### src/rtl/mdu_pkg.sv
// mdu_pkg: shared constants, op codes and helpers
// for the iterative RV32M multiply/divide unit.
package mdu_pkg;

  localparam int XLEN  = 32;
  localparam int CNT_W = 6;

  localparam logic [2:0] OP_MUL    = 3'b000;
  localparam logic [2:0] OP_MULH   = 3'b001;
  localparam logic [2:0] OP_MULHSU = 3'b010;
  localparam logic [2:0] OP_MULHU  = 3'b011;
  localparam logic [2:0] OP_DIV    = 3'b100;
  localparam logic [2:0] OP_DIVU   = 3'b101;
  localparam logic [2:0] OP_REM    = 3'b110;
  localparam logic [2:0] OP_REMU   = 3'b111;

  typedef enum logic [1:0] {
    S_IDLE,
    S_CALC,
    S_FIX,
    S_DONE
  } state_e;

  function automatic logic is_div(
    input logic [2:0] op
  );
    return op[2];
  endfunction

  function automatic logic is_signed_a(
    input logic [2:0] op
  );
    return (op == OP_MULH) ||
           (op == OP_MULHSU) ||
           (op == OP_DIV) ||
           (op == OP_REM);
  endfunction

  function automatic logic is_signed_b(
    input logic [2:0] op
  );
    return (op == OP_MULH) ||
           (op == OP_DIV) ||
           (op == OP_REM);
  endfunction

endpackage

### src/rtl/mdu_iter_core.sv
// mdu_iter_core: 2*XLEN accumulator, one radix-2
// shift-add (mul) or restoring shift-subtract (div) step per enable.
module mdu_iter_core #(
  parameter int XLEN = 32
) (
  input  logic              clk,
  input  logic              rst,
  input  logic              load,
  input  logic              step,
  input  logic              div_mode,
  input  logic [XLEN-1:0]   opa,
  input  logic [XLEN-1:0]   opb,
  output logic [2*XLEN-1:0] acc
);

  logic [XLEN-1:0] opb_q;
  logic [XLEN-1:0] hi;
  logic [XLEN-1:0] lo;
  logic [XLEN:0]   add_sum;
  logic [XLEN:0]   sub_diff;

  assign hi = acc[2*XLEN-1:XLEN];
  assign lo = acc[XLEN-1:0];

  // Trial add for multiply, trial subtract of the shifted remainder for divide.
  always_comb begin
    add_sum  = {1'b0, hi};
    if (lo[0]) add_sum = {1'b0, hi} + {1'b0, opb_q};
    sub_diff = {hi, lo[XLEN-1]} - {1'b0, opb_q};
  end

  // Load magnitudes, then iterate; product or {remainder, quotient} builds up in acc.
  always_ff @(posedge clk or posedge rst) begin
    if (rst) begin
      acc   <= '0;
      opb_q <= '0;
    end else if (load) begin
      acc   <= {{XLEN{1'b0}}, opa};
      opb_q <= opb;
    end else if (step) begin
      if (!div_mode) begin
        acc <= {add_sum, lo[XLEN-1:1]};
      end else if (!sub_diff[XLEN]) begin
        acc <= {sub_diff[XLEN-1:0], lo[XLEN-2:0], 1'b1};
      end else begin
        acc <= {hi[XLEN-2:0], lo, 1'b0};
      end
    end
  end

endmodule

### src/rtl/mdu_iterative.sv
// mdu_iterative: multi-cycle RV32M MUL/DIV unit with valid/ready handshake.
// Optional MDU_EARLY_OUT_EN: special cases skip CALC and finish early.
module mdu_iterative #(
  parameter int XLEN  = mdu_pkg::XLEN,
  parameter int CNT_W = mdu_pkg::CNT_W
) (
  input  logic            clk,
  input  logic            rst,
  input  logic            in_valid,
  output logic            in_ready,
  input  logic [2:0]      op,
  input  logic [XLEN-1:0] SrcA,
  input  logic [XLEN-1:0] SrcB,
  input  logic            flush,
  output logic            out_valid,
  input  logic            out_ready,
  output logic [XLEN-1:0] MDUResult,
  output logic            Zero
);

  import mdu_pkg::*;

  localparam logic [XLEN-1:0] MIN_NEG =
    {1'b1, {(XLEN-1){1'b0}}};

  state_e state_q;
  state_e state_d;

  logic [CNT_W-1:0]  cnt_q;
  logic [2:0]        op_q;
  logic              sa_q;
  logic              sb_q;
  logic              div0_q;
  logic              ovf_q;
  logic              mulz_q;
  logic [XLEN-1:0]   src_a_q;

  logic              sa_in;
  logic              sb_in;
  logic              div0_in;
  logic              ovf_in;
  logic              mulz_in;
  logic [XLEN-1:0]   abs_a;
  logic [XLEN-1:0]   abs_b;

  logic              load;
  logic              step;
  logic              last;
  logic [2*XLEN-1:0] acc;
  logic [2*XLEN-1:0] prod;
  logic [XLEN-1:0]   quo;
  logic [XLEN-1:0]   rem;
  logic [XLEN-1:0]   res_fix;

  assign in_ready = (state_q == S_IDLE) & ~rst;
  assign last     = (cnt_q == CNT_W'(XLEN-1));

  // Request decode: signs, magnitudes and special-case flags.
  always_comb begin
    sa_in   = is_signed_a(op) & SrcA[XLEN-1];
    sb_in   = is_signed_b(op) & SrcB[XLEN-1];
    abs_a   = sa_in ? -SrcA : SrcA;
    abs_b   = sb_in ? -SrcB : SrcB;
    div0_in = is_div(op) & (SrcB == '0);
    ovf_in  = ((op == OP_DIV) | (op == OP_REM)) &
              (SrcA == MIN_NEG) & (SrcB == '1);
    mulz_in = ~is_div(op) &
              ((SrcA == '0) | (SrcB == '0));
  end

  mdu_iter_core #(
    .XLEN(XLEN)
  ) u_core (
    .clk     (clk),
    .rst     (rst),
    .load    (load),
    .step    (step),
    .div_mode(is_div(op_q)),
    .opa     (abs_a),
    .opb     (abs_b),
    .acc     (acc)
  );

  // State register.
  always_ff @(posedge clk or posedge rst) begin
    if (rst) state_q <= S_IDLE;
    else     state_q <= state_d;
  end

  // Next state and datapath strobes; flush overrides everything.
  always_comb begin
    state_d = state_q;
    load    = 1'b0;
    step    = 1'b0;
    if (flush) begin
      state_d = S_IDLE;
    end else begin
      case (state_q)
        S_IDLE: begin
          if (in_valid) begin
            load    = 1'b1;
`ifdef MDU_EARLY_OUT_EN
            state_d = (div0_in | ovf_in | mulz_in) ?
                      S_FIX : S_CALC;
`else
            state_d = S_CALC;
`endif
          end
        end
        S_CALC: begin
          step = 1'b1;
          if (last) state_d = S_FIX;
        end
        S_FIX:   state_d = S_DONE;
        S_DONE: begin
          if (out_valid & out_ready) state_d = S_IDLE;
        end
        default: state_d = S_IDLE;
      endcase
    end
  end

  // Sign correction, word select and forced special-case results.
  always_comb begin
    prod = (sa_q ^ sb_q) ? -acc : acc;
    quo  = (sa_q ^ sb_q) ? -acc[XLEN-1:0]
                         : acc[XLEN-1:0];
    rem  = sa_q ? -acc[2*XLEN-1:XLEN]
                : acc[2*XLEN-1:XLEN];
    case (op_q)
      OP_MUL:    res_fix = prod[XLEN-1:0];
      OP_MULH,
      OP_MULHSU,
      OP_MULHU:  res_fix = prod[2*XLEN-1:XLEN];
      OP_DIV,
      OP_DIVU: begin
        if (div0_q)     res_fix = '1;
        else if (ovf_q) res_fix = MIN_NEG;
        else            res_fix = quo;
      end
      default: begin
        if (div0_q)     res_fix = src_a_q;
        else if (ovf_q) res_fix = '0;
        else            res_fix = rem;
      end
    endcase
    if (mulz_q) res_fix = '0;
  end

  // Request latch, iteration counter, result and valid registers.
  always_ff @(posedge clk or posedge rst) begin
    if (rst) begin
      cnt_q     <= '0;
      op_q      <= OP_MUL;
      sa_q      <= 1'b0;
      sb_q      <= 1'b0;
      div0_q    <= 1'b0;
      ovf_q     <= 1'b0;
      mulz_q    <= 1'b0;
      src_a_q   <= '0;
      out_valid <= 1'b0;
      MDUResult <= '0;
      Zero      <= 1'b1;
    end else if (flush) begin
      cnt_q     <= '0;
      out_valid <= 1'b0;
    end else begin
      case (state_q)
        S_IDLE: begin
          if (in_valid) begin
            cnt_q   <= '0;
            op_q    <= op;
            sa_q    <= sa_in;
            sb_q    <= sb_in;
            div0_q  <= div0_in;
            ovf_q   <= ovf_in;
            mulz_q  <= mulz_in;
            src_a_q <= SrcA;
          end
        end
        S_CALC: cnt_q <= cnt_q + CNT_W'(1);
        S_FIX: begin
          MDUResult <= res_fix;
          Zero      <= (res_fix == '0);
        end
        S_DONE: out_valid <= ~(out_valid & out_ready);
        default: ;
      endcase
    end
  end

endmodule

### config.mk
export PLATFORM = sky130hd
export DESIGN_NAME = mdu_iterative
export DESIGN_NICKNAME = d
export VERILOG_FILES = /design/src/rtl/mdu_pkg.sv /design/src/rtl/mdu_iter_core.sv /design/src/rtl/mdu_iterative.sv
export SDC_FILE = /design/constraint.sdc
export NUM_CORES = 1
export LEC_CHECK = 0
export ABC_AREA = 1
export BUFFER_PORTS_ARGS = -buffer_cell sky130_fd_sc_hd__buf_2
export CORE_UTILIZATION = 35
export DETAILED_ROUTE_END_ITERATION = 12
export HOLD_SLACK_MARGIN = 0.03
export PLACE_DENSITY = 0.58
export SETUP_SLACK_MARGIN = 0.2
export SLEW_MARGIN = 30
export SYNTH_ARGS = -nofsm -noshare
export SYNTH_HDL_FRONTEND = slang
export SYNTH_HIERARCHICAL = 1
export SYNTH_SLANG_ARGS = --single-unit
### constraint.sdc
create_clock -name clk -period 4 [get_ports clk]
set_input_delay 0 -clock clk [delete_from_list [all_inputs] [get_ports clk]]
set_output_delay 0 -clock clk [all_outputs]
set_load 0.02 [all_outputs]
==> impl_metrics.yaml <==
cts:
  cts_root_buffer: "clkbuf_16"
  clock-sinks: 178
  clock_latency_ns: 0.51
  cts_tree: "yes"
  hold_buffers: 72
  htree_levels: 4
  ctsResizeCount: 0
  clk_pin_slew_worst_paths_ns: 0.08
  post_cts_buffers: 0
  clockBufferDepth: 2
  cts_buffers: 17
die:
  die_w_um: 235.4
  coreArea_sq_um: 53810
  rows: 85
  floorplan.initialDensity_pct: 35.42
  dieArea_sq_um: 55390
  num_io_pins: 107
  die_h_um: 235.4
worst_setup_path:
  crit_type: "register to register"
  crit_required_ns: 4.39
  worstRegToRegCells: 8
  worstSetupStartpointType: "register"
  cp_max_fo: 36
  worstSetupEndpointType: "register"
  cp.arrival_ns: 3.38
worst_hold_path:
  hold_class: "input pin to register"
  worstHoldPathCells: 6
run:
  cap_violations: 0
route:
  wl_per_cell_um: 19.09
  first_pass_iters: 5
  routed_wl_um: 78940
  drcViolationCount: 0
  vias: 21950
  detail-route-antenna-nets: 0
  via_per_inst: 5.308
  dr.first_iter.drc_count: 2433
global_routing:
  grt_overflow: 0
  grt_pass1_vias: 20150
  grt_max_degree: 89
  grt_pass1_wl_um: 120800
  grtUsageTotal_pct: 28.39
  grt_antenna_before_repair: 2
synth:
  ys_ff_latch: 178
  yosysSeqAreaShare_pct: 23.38
  ys_top_cells_by_count: "nand2_1 (1188), inv_1 (453), nor2_1 (331)"
  synth_top_area_cell: "nand2_1"
  dominantRegCellSynth: "dfrtp_1"
  synth_area_sq_um: 19060
  ys_warn_count: 6
  synth_top_area_share_pct: 23.40
  synthCells: 3298
  syn-num-nets: 3446
  synth_area_per_cell_sq_um: 5.779
  synth_edf_count: 0
  synth_cell_types: 55
  synth-async-reset-ratio_pct: 100.0
  synth_most_common_cell: "nand2_1"
  synth_area_leaders: "nand2_1 (23%), dfrtp_1 (23%), inv_1 (8.9%), nand3_1 (6.8%), nor2_1 (6.5%)"
finish:
  antenna_cells: 0
  final_area_sq_um: 21570
  utilization_pct: 40.08
  nets: 3574
  n_fill_cell: 6005
  area_delta_synth_final_pct: 13.18
  drive_gt1_share_pct: 7.967
power:
  max-vdd-ir-drop_mv: 0.3483
  p_per_area_nw_per_um2: 964.0
  power_uw: 20790
  p_leak_uw: 0.01137
sta:
  max-slew-margin-rel_pct: 39.91
  worst-slew-pin-transition_ns: 0.8959
  hold_viol: 0
  worst_slack_ns: 1.012
  finClkSkew_ns: 0.01722
  layout_min_cycle_time_ns: 2.988
  period_share_pct: 74.70
  fin_tns_setup_ns: 0
  max_freq_mhz: 334.7
  setup_viol: 0
  rsz0062_at_grt: "false"
  report.final.slew_viol_count: 0
placed_design:
  numPortBuffers: 106
  post-place-ws_ns: 0.8661
  place_area_sq_um: 20270
  hpwl_um: 62410
  gp_congestion: 1.051
outcome:
  status: "complete, no violations"
[cells by family (layout without fill, tap and decap cells)]
logic type / after synthesis / after routing / share of synthesized area, %
xor+xnor: 80 / 80 / 3.676
flops: 178 / 178 / 23.38
mux: 1 / 1 / 0.05908
simple gates: 1932 / 1932 / 42.56
buf+inv: 562 / 703 / 11.65
fa+ha+maj: 76 / 76 / 5.068
compound gates: 469 / 469 / 13.61
[layout by cell type, fill, tap and decap left out, types with 5 or more instances in the layout]
| cell | instances |
|---|---|
| nand2_2 | 21 |
| nor2_2 | 21 |
| nand3_2 | 14 |
| or2_2 | 12 |
| nand2_4 | 6 |
| a31oi_1 | 9 |
| dfrtp_1 | 176 |
| o21ai_1 | 6 |
| buf_2 | 106 |
| o21ai_0 | 190 |
| o21bai_1 | 10 |
| a21oi_1 | 191 |
| nor3_1 | 18 |
| nor4_1 | 6 |
| xnor2_1 | 18 |
| buf_4 | 36 |
| nand2_1 | 1186 |
| nand4_1 | 28 |
| inv_1 | 449 |
| dlygate4sd3_1 | 72 |
| o211ai_1 | 6 |
| nand3b_1 | 13 |
| o221ai_1 | 29 |
| nor3_2 | 7 |
| clkbuf_16 | 17 |
| ha_1 | 74 |
| nor2_1 | 329 |
| xor2_1 | 62 |
| inv_8 | 5 |
| nand3_1 | 259 |
[state kept, by name, summed over array words and instances, names as in the netlist]
signal        count
op_q              3
sb_q              1
src_a_q          32
u_core/acc       64
out_valid         1
sa_q              1
ovf_q             1
div0_q            1
u_core/opb_q     32
Zero              1
MDUResult        32
mulz_q            1
state_q           2
cnt_q             6
[layer usage]
metal	global-route usage, %	up-vias	part of all wire, %
li1	-	10730	-
met1	41.20	10180	46
met4	8.715	0	2.6
met3	5.523	120	9.3
met5	0	-	0
met2	42.07	927	42
[where the power goes]
group	leakage [uW]	internal [uW]	switching [uW]
Clock	0.000288	872	860
Combinational	0.00886	4670	10500
Sequential	0.00222	2620	1300
[area by class of cell]
type | count | area [sq um] | share of cell area [%]
Multi-Input combinational cell | 2558 | 12400 | 57.48
Clock inverter | 11 | 108.9 | 0.5046
Clock buffer | 21 | 470.5 | 2.181
Inverter | 456 | 1722 | 7.981
Sequential cell | 178 | 4459 | 20.67
Tap cell | 696 | 870.8 | 4.037
Timing Repair Buffer | 215 | 1541 | 7.146
[final timing paths]
path / endpoint / startpoint / slack [ns]
max in group asynchronous: Zero / rst / 2.84
max: u_core/acc[11] / state_q[0] / 1.01
min in group asynchronous: out_valid / rst / 0.18
min: state_q[1] / in_valid / 0.06
max reg2reg: u_core/acc[11] / state_q[0] / 1.01
min reg2reg: Zero / Zero / 0.48
[metrics by stage]
| stage | hold slack [ns] | instances |
|---|---|---|
| floorplan | 0.07979 | 3298 |
| global placement | 0.2611 | 4031 |
| detailed placement | 0.2060 | 4031 |
| CTS | 0.03021 | 4135 |
| global route | 0.07597 | 4135 |
| finish | 0.06017 | 4135 |
[critical path, stage by stage (launching register included)]
cell	delay, ns
dfrtp_1	0.38
inv_1	0.10
ha_1	0.20
inv_1	0.11
nor3_2	0.09
nor2_2	0.12
buf_4	0.44
clkinv_1	0.86
o221ai_1	0.55
No activity file was read; power rests on OpenSTA's default activity.
